### src/rtl/serial_word_rx.sv
// Serial-to-parallel word receiver: collects WIDTH bits LSB first, starting on
// sync, and queues finished words in a 2-entry FIFO with sticky error flags.
module serial_word_rx #(
   parameter int WIDTH = 64
) (
   input  logic             clk,
   input  logic             reset,
   input  logic             sin,
   input  logic             sync,
   output logic [WIDTH-1:0] dout,
   output logic             dout_valid,
   input  logic             dout_ready,
   input  logic             clr_err,
   output logic             overflow,
   output logic             frame_err
);

   localparam int CW = $clog2(WIDTH);
   localparam logic [CW-1:0] LastBit = CW'(WIDTH - 1);

   typedef enum logic [0:0] {StHunt, StRecv} state_e;

   state_e           state_q, state_d;
   logic [CW-1:0]    bitcnt_q;
   // Bits arrive LSB first and shift down from the top; bit 0 reaches
   // position 0 just as the final bit is presented on sin.
   logic [WIDTH-2:0] shreg_q;
   logic [WIDTH-1:0] word;
   logic [WIDTH-1:0] e0_q, e1_q;
   logic [1:0]       count_q;
   logic             start, shift, word_done, frame_evt;
   logic             push, pop, ovf_evt;

   // FSM state register
   always_ff @(posedge clk) begin
      if (reset) state_q <= StHunt;
      else       state_q <= state_d;
   end

   // FSM next state: leave RECV only after the last bit without a resync
   always_comb begin
      state_d = state_q;
      unique case (state_q)
         StHunt: if (sync) state_d = StRecv;
         StRecv: if (!sync && bitcnt_q == LastBit) state_d = StHunt;
         default: state_d = StHunt;
      endcase
   end

   // FSM outputs: datapath controls and framing error event
   always_comb begin
      start     = 1'b0;
      shift     = 1'b0;
      word_done = 1'b0;
      frame_evt = 1'b0;
      unique case (state_q)
         StHunt: start = sync;
         StRecv: begin
            if (sync) begin
               start     = 1'b1;
               frame_evt = 1'b1;
            end else begin
               shift     = 1'b1;
               word_done = (bitcnt_q == LastBit);
            end
         end
         default: ;
      endcase
   end

   assign word = {sin, shreg_q};

   // Bit counter and shift register; a sync restarts the word with this sin as bit 0
   always_ff @(posedge clk) begin
      if (reset) begin
         bitcnt_q <= '0;
         shreg_q  <= '0;
      end else if (start) begin
         bitcnt_q <= CW'(1);
         shreg_q  <= {sin, {(WIDTH-2){1'b0}}};
      end else if (shift) begin
         bitcnt_q <= bitcnt_q + CW'(1);
         shreg_q  <= {sin, shreg_q[WIDTH-2:1]};
      end
   end

   assign push       = word_done;
   assign dout_valid = (count_q != 2'd0);
   assign pop        = dout_valid && dout_ready;
   // A pop on the same edge frees the slot, so only a push with no pop into a full FIFO drops
   assign ovf_evt    = push && !pop && (count_q == 2'd2);
   assign dout       = e0_q;

   // Two-entry FIFO; e0 is always the head
   always_ff @(posedge clk) begin
      if (reset) begin
         e0_q    <= '0;
         e1_q    <= '0;
         count_q <= 2'd0;
      end else if (pop && push) begin
         if (count_q == 2'd2) begin
            e0_q <= e1_q;
            e1_q <= word;
         end else begin
            e0_q <= word;
         end
      end else if (pop) begin
         e0_q    <= e1_q;
         count_q <= count_q - 2'd1;
      end else if (push) begin
         if (count_q == 2'd0) begin
            e0_q    <= word;
            count_q <= 2'd1;
         end else if (count_q == 2'd1) begin
            e1_q    <= word;
            count_q <= 2'd2;
         end
      end
   end

   // Sticky error flags; a new event wins over clr_err on the same edge
   always_ff @(posedge clk) begin
      if (reset) begin
         overflow  <= 1'b0;
         frame_err <= 1'b0;
      end else begin
         if (ovf_evt)      overflow <= 1'b1;
         else if (clr_err) overflow <= 1'b0;
         if (frame_evt)    frame_err <= 1'b1;
         else if (clr_err) frame_err <= 1'b0;
      end
   end

endmodule

### config.mk
export PLATFORM = sky130hd
export DESIGN_NAME = serial_word_rx
export DESIGN_NICKNAME = d
export VERILOG_FILES = /design/src/rtl/serial_word_rx.sv
export SDC_FILE = /design/constraint.sdc
export NUM_CORES = 1
export LEC_CHECK = 0
export ABC_CLOCK_PERIOD_IN_PS = 2700
export CELL_PAD_IN_SITES_DETAIL_PLACEMENT = 1
export CELL_PAD_IN_SITES_GLOBAL_PLACEMENT = 1
export CORE_MARGIN = 2
export CORE_UTILIZATION = 40
export DETAILED_ROUTE_END_ITERATION = 7
export GPL_TIMING_DRIVEN = 0
export PLACE_DENSITY = 0.72
export SLEW_MARGIN = 25
export SYNTH_ARGS = -nofsm -noshare
export SYNTH_HDL_FRONTEND = slang
export SYNTH_SLANG_ARGS = --single-unit
### constraint.sdc
create_clock -name clk -period 2.7 [get_ports clk]
set_clock_uncertainty 0.2 [all_clocks]
set_input_delay 0.405 -clock clk [delete_from_list [all_inputs] [get_ports clk]]
set_output_delay 0.405 -clock clk [all_outputs]
set_load 0.01 [all_outputs]
; Word-level counts from Yosys, hierarchy flattened
; Index checks and enable logic that the tools add are counted.
[totals]
regBits = 202
inputBits = 6
out_inout_bits = 67
wordCells = 73
[op_classes]
add_sub_neg = 2
n_eq_ne = 6
mux = 31
n_bitwise = 2
n_reduce_logical = 22
[ops]
columns = cell, count
row1 = $mux W64, 11
row2 = $mux W63, 2
row3 = $reduce_bool A2 Y1, 7
row4 = $mux W1, 12
row5 = $reduce_bool A3 Y1, 3
row6 = $mux W2, 4
row7 = $add A6 B1 Y6 const B, 1
row8 = $eq A6 B6 Y1 const B, 1
row9 = $logic_and A1 B1 Y1, 5
row10 = $reduce_and A5 Y1, 1
row11 = $ne A2 B2 Y1 const B, 2
row12 = $pmux W1 S2, 2
row13 = $reduce_and A3 Y1, 1
row14 = $eq A2 B1 Y1 const B, 1
row15 = $eq A2 B2 Y1 const B, 1
row16 = $logic_not A1 Y1, 2
row17 = $logic_not A2 Y1, 1
row18 = $ne A2 B1 Y1 const B, 1
row19 = $not A1 Y1, 2
row20 = $reduce_and A2 Y1, 1
row21 = $reduce_or A2 Y1, 1
row22 = $sub A2 B1 Y2 const B, 1

; Longest topological paths before layout
[depth]
ltp_word = 6
depth_mapped = 8
depth_no_buf = 6

; Worst setup path before layout
; No wires, ideal clock.
[synth_path]
path_type = register to register
start = register count_q[0]
end = register e0_q[0] (netlist: dout[0])
t_arrival_ns = 1.743
t_required_ns = 2.411
slack_ns = 0.668
stages_incl_launch_ff = 9
period_less_slack_ns = 2.032
path_cell_list = dfxtp_1 -> inv_1 -> ha_1 -> and2b_1 -> o31a_1 -> buf_2 -> buf_2 -> nand2_1 -> a311oi_2
[synth_via]
elab_chain_len = 5
elab_cells_between_ends = 11
cone_classes = 1 x eq/ne / 3 x mux / 7 x reduce/logical
[synth_lines]
columns = element, line
row1 = "start, declared", 30  ; logic [1:0] count_q;
row2 = "start signal, assigned", 109  ; count_q <= count_q - 2'd1;
row3 = $reduce_bool A2 Y1, 88  ; assign dout_valid = (count_q != 2'd0);
row4 = $logic_and A1 B1 Y1, 89  ; assign pop = dout_valid && dout_ready;
row5 = $logic_and A1 B1 Y1, 100  ; end else if (pop && push) begin
row6 = $reduce_bool A3 Y1 (no line), n/a
row7 = $reduce_and A2 Y1 (no line), n/a
row8 = "end signal, assigned", 102  ; e0_q <= e1_q;
row9 = "end signal, assigned", 105  ; e0_q <= word;
row10 = "end signal, assigned", 108  ; e0_q <= e1_q;
row11 = "end, declared", 29  ; logic [WIDTH-1:0] e0_q, e1_q;
; Parallel ways exist; a longest one is shown, timed or not.
; A chain may end at the register's enable or synchronous reset.

; Worst setup path after layout
[layout_path]
start = register count_q[0]
end = output port dout_valid
[layout_via]
elab_chain_len = 1
[layout_lines]
columns = element, line
row1 = $reduce_bool A2 Y1, 88
row2 = "end, declared", 11  ; output logic dout_valid,
; No other way between the ends.

==> impl_metrics.yaml <==
clock_network:
  root_buffer: "clkbuf_16"
  clk_pin_slew_ps: 60
  numClockSinks: 202
  clockBufferDepth: 3
  clock_latency_ps: 500
  tritoncts: "yes"
  cts_max_level: 1
  tritoncts.num_buffers: 23
synthesis:
  synth.largest_area_cell: "dfxtp_1"
  syn_area_mm2: 0.008147
  async_flop_share: 0
  synth_common_cells: "nand2_1 (260), dfxtp_1 (202), nor2_1 (141)"
  synth.most_common_cell: "nand2_1"
  syn_avg_cell_area_um2: 8.952
  yosys_most_used_dff: "dfxtp_1"
  syn_inst: 910
  yosys_register_bits: 202
  yosys-top-cells-area: "dfxtp_1 (50%), nand2_1 (12%), a311oi_2 (11%)"
  synth_fp_nets: 920
  yosysWarningCount: 0
  synth-edff-count: 0
  yosysSeqAreaShare: 0.4964
  synth_cell_type_count: 35
  yosysTopAreaCellShare: 0.4964
flow_run:
  drv_cap: 0
routing:
  vias: 6569
  wl_um: 21010
  route.detailed.drc: 0
  drt_iter0_drc: 215
  final_antenna_net_count: 0
  vias_per_cell: 5.084
  wl_per_cell_um: 16.26
  dr.pass1.iters: 4
die:
  dieArea_mm2: 0.02152
  placement_rows: 52
  dieHeight_um: 146.7
  die_x_um: 146.7
  design.core.area_mm2: 0.02010
  initial_core_util: 0.4052
  pin_count: 73
hold_path:
  hold_class: "in -> reg"
sta:
  period_share: 0.9535
  setup_viol: 0
  hold_ws_ps: 79.08
  relSlewSlack: 0.3663
  layout_min_cycle_time_ps: 2575
  finalSetupTns_ps: 0
  rsz0062_at_grt: "false"
  fmax_ghz: 0.3884
  fin_ws_ps: 125.5
  hold_viol_final: 0
  worstMarginPinSlew_ps: 950.5
  drv_slew: 0
global_routing:
  antenna_found_initial: 0
  track_usage: 0.2008
  first_global_vias: 6906
  gr-total-overflow: 0
  grt_max_degree: 14
  grt_pass1_wl_um: 35820
power:
  leakagePower_uw: 0.003277
  irDropWorstVdd_v: 0.0004492
  power_density_mw_per_mm2: 889.6
  total_power_uw: 8829
placed_design:
  place_ws_ps: -310.3
  hpwl_um: 14120
  dpl.cell_count: 1250
  numPortBuffers: 70
  gp_congestion: 0.7334
critical_path:
  cp-end-kind: "primary output"
  crit_type: "reg -> out"
  cp.required_ps: 2100
  critPathMaxFanout: 7
  worst_setup_path_start_kind: "flop"
  worst_ep_arrival_time_ps: 1970
cells_and_area:
  final-instance-count-excl-fill: 1292
  finalNetCount: 1017
  area.growth.synth_to_final_pct: 21.84
  drive_above_1_share: 0.1389
  num_antenna_cells: 0
status:
  status: "completed"
==> power by group <==
group          switching [µW]  internal (µW)
registers                 177           3290
logic                    1340           1110
clock network            1210           1700
total                    2730           6100
==> sequential cells by signal (all words and copies together) (netlist names) <==
signal and count:
bitcnt_q 6, count_q 2, dout 64, e1_q 64
frame_err 1, overflow 1, shreg_q 63, state_q 1
==> cells in the final DEF, fill, tap and decap left out, drive strengths merged, types with 2 or more instances in the layout <==
master and instances:
mux2 2, clkdlybuf4s50 70, buf 42, nor2 141, nand2 260, mux2i 63, clkinvlp 2, o21ai 3
nor3 3, a311oi 64, ha 4, dfxtp 202, o31ai 2, nand2b 2, a21oi 68, xor2 2
inv 4, xnor2 2, clkinv 4, clkbuf 66, and4 2, nand4 3
==> metrics by stage <==
stage	util	area [µm²]
after floorplan	-	8147
after global routing	0.4937	9926
after global placement	0.4569	9185
after detailed placement	0.4569	9185
final	0.4937	9926
after CTS	0.4918	9887
==> timing repair <==
action                                  CTS  global route
endpoints found under the setup margin    0            56
hold buffers                              0             0
setup buffers                             0             2
gates resized for setup                   0             9
==> layer usage <==
layer  vias up  share of wire  GRT usage
met1      3182           0.47     0.2704
met4         0          0.022    0.06311
met5         -              0          0
li1       3251              -          -
met3        38          0.033    0.02516
met2        98           0.47     0.3371
==> layout make-up <==
type	count	area, µm²
Fill cell	2342	10180
Sequential cell	202	4044
Multi-Input combinational cell	632	3732
Timing Repair Buffer	72	728.2
Clock buffer	34	666.9
Buffer	72	366.6
Tap cell	270	337.8
Clock inverter	6	35.03
Inverter	4	15.01
==> path summary, 6_finish.rpt <==
check | start | end | slack (ps) | cells past startpoint
setup / recovery | count_q[0] | dout_valid | 130 | 4
hold / removal | sync | bitcnt_q[0] | 80 | 3
setup reg to reg | count_q[0] | dout[50] | 240 | 8
hold reg to reg | e1_q[2] | e1_q[2] | 250 | 2
==> critical path, cell delays in order (launching register included) <==
cell             delay, ps
dfxtp_1                380
inv_1                   90
ha_1                   280
inv_1                  170
clkdlybuf4s50_1        560
==> cell families after synthesis <==
family          Yosys count  share of synthesized area
simple gates            417                     0.2010
flops                   202                     0.4964
compound gates          142                     0.1665
buf+inv                  76                    0.04546
mux                      65                    0.08017
xor+xnor                  4                   0.004301
fa+ha+maj                 4                   0.006144
(Power assumes the default switching activity.)
